File: src/rtl/alu_result_fifo.sv
// Registers each ALU result with its op code into a DEPTH-entry first-word-fall-through FIFO.
// Latency: a push into an empty FIFO is visible on out_* one edge later.
// Backpressure: in_ready = ~full from state only; out_ready never reaches in_ready combinationally.
module alu_result_fifo #(
    parameter int DATA_W  = 32,
    parameter int DEPTH   = 4,
    parameter int STALL_W = 8
) (
    input  logic                       clk,
    input  logic                       rst_n,
    input  logic                       in_valid,
    output logic                       in_ready,
    input  logic [DATA_W-1:0]          alu_out,
    input  logic                       cout,
    input  logic [1:0]                 ctrl,
    output logic                       out_valid,
    input  logic                       out_ready,
    output logic [DATA_W-1:0]          out_data,
    output logic                       out_cout,
    output logic [1:0]                 out_ctrl,
    output logic [$clog2(DEPTH):0]     count,
    output logic                       full,
    output logic                       empty,
    output logic [STALL_W-1:0]         stall_cnt
);

    localparam int PW = $clog2(DEPTH);
    localparam int CW = PW + 1;
    localparam logic [CW-1:0]      FULL_CNT  = CW'(DEPTH);
    localparam logic [STALL_W-1:0] STALL_MAX = {STALL_W{1'b1}};

    typedef struct packed {
        logic [1:0]        ctrl;
        logic              cout;
        logic [DATA_W-1:0] data;
    } entry_t;

    entry_t             mem_q [DEPTH];
    logic [PW-1:0]      wr_ptr_q, wr_ptr_d;
    logic [PW-1:0]      rd_ptr_q, rd_ptr_d;
    logic [CW-1:0]      count_q, count_d;
    logic [STALL_W-1:0] stall_cnt_q, stall_cnt_d;
    entry_t             head_q, head_d;
    entry_t             in_entry;
    logic               push, pop;

    assign full      = (count_q == FULL_CNT);
    assign empty     = (count_q == '0);
    assign in_ready  = ~full;
    assign out_valid = ~empty;
    assign count     = count_q;
    assign stall_cnt = stall_cnt_q;
    assign out_data  = head_q.data;
    assign out_cout  = head_q.cout;
    assign out_ctrl  = head_q.ctrl;

    always_comb begin
        in_entry    = '{ctrl: ctrl, cout: cout, data: alu_out};
        push        = in_valid & ~full;
        pop         = out_valid & out_ready;
        wr_ptr_d    = wr_ptr_q;
        rd_ptr_d    = rd_ptr_q;
        count_d     = count_q;
        stall_cnt_d = stall_cnt_q;
        head_d      = head_q;

        if (push) wr_ptr_d = wr_ptr_q + PW'(1);
        if (pop)  rd_ptr_d = rd_ptr_q + PW'(1);
        if (push && !pop)      count_d = count_q + CW'(1);
        else if (pop && !push) count_d = count_q - CW'(1);

        if (in_valid && !in_ready && stall_cnt_q != STALL_MAX)
            stall_cnt_d = stall_cnt_q + STALL_W'(1);

        // The new head is the slot being written this edge when it lands on the read pointer;
        // otherwise it is already in storage. An empty FIFO keeps showing its last head.
        if (count_d != '0) begin
            if (push && rd_ptr_d == wr_ptr_q) head_d = in_entry;
            else                              head_d = mem_q[rd_ptr_d];
        end
    end

    always_ff @(posedge clk) begin
        if (push) mem_q[wr_ptr_q] <= in_entry;
    end

    always_ff @(posedge clk or negedge rst_n) begin
        if (!rst_n) begin
            wr_ptr_q    <= '0;
            rd_ptr_q    <= '0;
            count_q     <= '0;
            stall_cnt_q <= '0;
            head_q      <= '0;
        end else begin
            wr_ptr_q    <= wr_ptr_d;
            rd_ptr_q    <= rd_ptr_d;
            count_q     <= count_d;
            stall_cnt_q <= stall_cnt_d;
            head_q      <= head_d;
        end
    end

endmodule

File: config.mk
export PLATFORM = sky130hd
export DESIGN_NAME = alu_result_fifo
export DESIGN_NICKNAME = d
export VERILOG_FILES = /design/src/rtl/alu_result_fifo.sv
export SDC_FILE = /design/constraint.sdc
export NUM_CORES = 1
export LEC_CHECK = 0
export ABC_CLOCK_PERIOD_IN_PS = 6700
export CORE_MARGIN = 4
export CORE_UTILIZATION = 62
export CTS_CLUSTER_SIZE = 8
export DETAILED_ROUTE_END_ITERATION = 6
export GPL_ROUTABILITY_DRIVEN = 0
export GPL_TIMING_DRIVEN = 0
export PLACE_DENSITY = 0.94
export SYNTH_ARGS = -nofsm -noshare
export SYNTH_HDL_FRONTEND = slang
export SYNTH_SLANG_ARGS = --single-unit
File: constraint.sdc
create_clock -name clk -period 6.7 [get_ports clk]
set_clock_uncertainty 0.1 [all_clocks]
set_input_delay 1.675 -clock clk [delete_from_list [all_inputs] [get_ports clk]]
set_output_delay 1.675 -clock clk [all_outputs]
set_load 0.02 [all_outputs]
==> metrics.yaml <==
crit_fanout: 10
final.fill_count: 947
antenna_found_initial: 0
pre_cts_slack_ns: 2.36
wl_mm: 25.4
cts-resized-gates: 0
async_flop_share: 0.263
coreArea_mm2: 0.0153
tightest_slew_ns: 1.02
power_mw: 5.89
post-dp-hpwl_mm: 15.8
critPathCaptureType: "output port"
post-cts-setup-buffer-count: 0
drt_iter0_drc: 1080
gr-total-overflow: 0
crit_buf_inv: 4
cp_cell_sequence: "inv_1 > ha_1 > nand2b_2 > buf_6 > clkbuf_1 > clkdlybuf4s50_1"
syn_area_per_cell_um2: 12.3
antenna_cells: 0
synth.distinct_cells: 45
finalHoldViolations: 0
powerDensity_mw_per_mm2: 513
grt_start_max_net_pins: 36
worstHoldStart: "stall_cnt[7]"
worst-endpoint-required_ns: 4.93
cts-root-buf: "clkbuf_16"
p_leak_nw: 4.46
numCtsBuffers: 17
period_needed_ns: 4.54
synthTopCellsByCount: "edfxtp_1, nor2_1, mux2_4"
drv_slew: 0
outcome: "finished clean"
track_usage: 0.284
cp_top_family: "buffers and inverters"
fin_nets: 949
cts_sinks: 190
hp-class: "reg -> reg"
clkTransAtPathRegs_ns: 0.07
syn-cell-area_mm2: 0.00973
clockBufferDepth: 2
die-area_mm2: 0.0178
wl_per_cell_um: 22.5
critPathMaxStageDelay_ns: 0.71
synth_top_area_share: 0.432
initial_utilization: 0.635
cap_viol_max_count: 0
rsz0062_at_grt: "false"
setup_violations: 0
drive_above_1_share: 0.163
syn_to_final_growth_pct: 18.0
synth_area_leader_cell: "edfxtp_1"
period_share: 0.677
tns_ns: 0
crit_type: "reg -> out"
postRouteAntennaNets: 0
r2r_end: "out_data[3]"
syn_nets: 841
postSynthCellCount: 794
port_buffers: 87
yosysWarnings: 0
dieHeight_um: 133
grt_pass1_vias: 7663
cts_tree: "built"
io_pins: 89
r2r-start: "count[0]"
fin_cells: 1125
dp.cells: 1094
synth_ff_type: "edfxtp_1"
cpMaxStageDelayCell: "clkdlybuf4s50_1"
htreeDepth: 4
vias_per_cell: 6.64
rows: 45
min_delay_path_depth: 1
slew_headroom: 0.319
drt_pre_antenna_iters: 6
grt_pass1_wl_mm: 39.5
synth_edf_count: 140
synth.area.top_cells: "edfxtp_1, dfrtp_1, mux2_4"
reg2reg_depth: 10
num_vias: 7470
whs_endpoint: "stall_cnt[7]"
die_w_um: 133
fin_ws_ns: 2.16
final_core_util: 0.750
ys_seq_elements: 190
clkLatencyLatePin_ns: 0.44
drc: 0
ys_seq_area_frac: 0.561
reg2reg_slack_ns: 3.70
fmax_ghz: 0.220
startpoint_type: "flip-flop"
ir_worst_vdd_mv: 0.311
hold_buffers: 0
crit_arrival_ns: 2.76
[report_power, final]
group / switching [mW] / total (mW) / internal, mW
registers: 0.178 / 1.80 / 1.62
clock network: 0.428 / 1.01 / 0.579
logic: 1.59 / 3.08 / 1.49
total: 2.19 / 5.89 / 3.70
[sequential cells by signal, summed over array words and instances, names as in the netlist]
register	flops
mem_q	140
out_data	32
stall_cnt	8
count	3
out_ctrl	2
rd_ptr_q	2
wr_ptr_q	2
out_cout	1
[per-layer routing]
metal | vias up | share of wire | global-route usage
met5 | - | 0 | 0
met4 | 0 | 0.035 | 0.139
met3 | 99 | 0.11 | 0.0710
met2 | 573 | 0.49 | 0.464
met1 | 3595 | 0.37 | 0.355
li1 | 3203 | - | -
[cells in the final DEF (no fill, tap or decap), types with 8 or more instances in the layout]
cell type        synthesis  final
xnor2_1                  9      9
nand2_1                  9      9
buf_6                    9      9
inv_1                    8      8
mux2_2                  12     12
mux2_4                  60     60
nor2_1                 140    140
clkbuf_1                27     28
a211o_1                 33     33
buf_2                   26     27
edfxtp_1               140    140
and3_1                  40     36
nor4bb_1                34     34
a211oi_1                38     38
ha_1                     8      8
o31ai_1                 35     35
clkdlybuf4s50_1          0     86
clkbuf_16                0     17
dfrtp_1                 50     50
o21ai_0                 54     54
o21ai_1                 15     15
[kinds of logic after synthesis]
kind of cell,after synthesis,synth area share
muxes,74,0.109
adders and majority gates,8,0.0103
buffers and inverters,77,0.0408
and+or+nand+nor,244,0.134
AOI/OAI and AO/OA,185,0.130
xor gates and xnor gates,16,0.0159
DFF,190,0.561
[through the flow]
step,hold WS [ns],cell area (um2)
after detailed placement,0.392,10900
after CTS,0.398,11500
after global routing,0.413,11500
after floorplan,0.461,9730
after global placement,0.390,10900
final,0.401,11500
[cell type report]
| type | count | area, um2 | share of cell area |
|---|---|---|---|
| well taps | 211 | 264 | 0.0230 |
| clock buffers | 18 | 429 | 0.0374 |
| plain buffers | 69 | 367 | 0.0319 |
| multi-input cells | 527 | 3880 | 0.338 |
| clock inverters | 13 | 149 | 0.0130 |
| flip-flops and latches | 190 | 5460 | 0.475 |
| inverters | 8 | 30.0 | 0.00262 |
| repair buffers | 89 | 906 | 0.0789 |
[worst max-delay path by stage]
stage / startpoint / end / slack [ns] / cells after the start
after detailed placement: out_ready / out_cout / 2.36 / 9
after global routing: count[1] / out_valid / 2.10 / 6
after CTS: count[0] / out_valid / 2.21 / 6
final: count[0] / out_valid / 2.16 / 6
after global placement: rst_n / out_cout / 2.20 / 1
after floorplan: in_valid / out_cout / 3.27 / 9
Power figures use the tool's default switching activity.
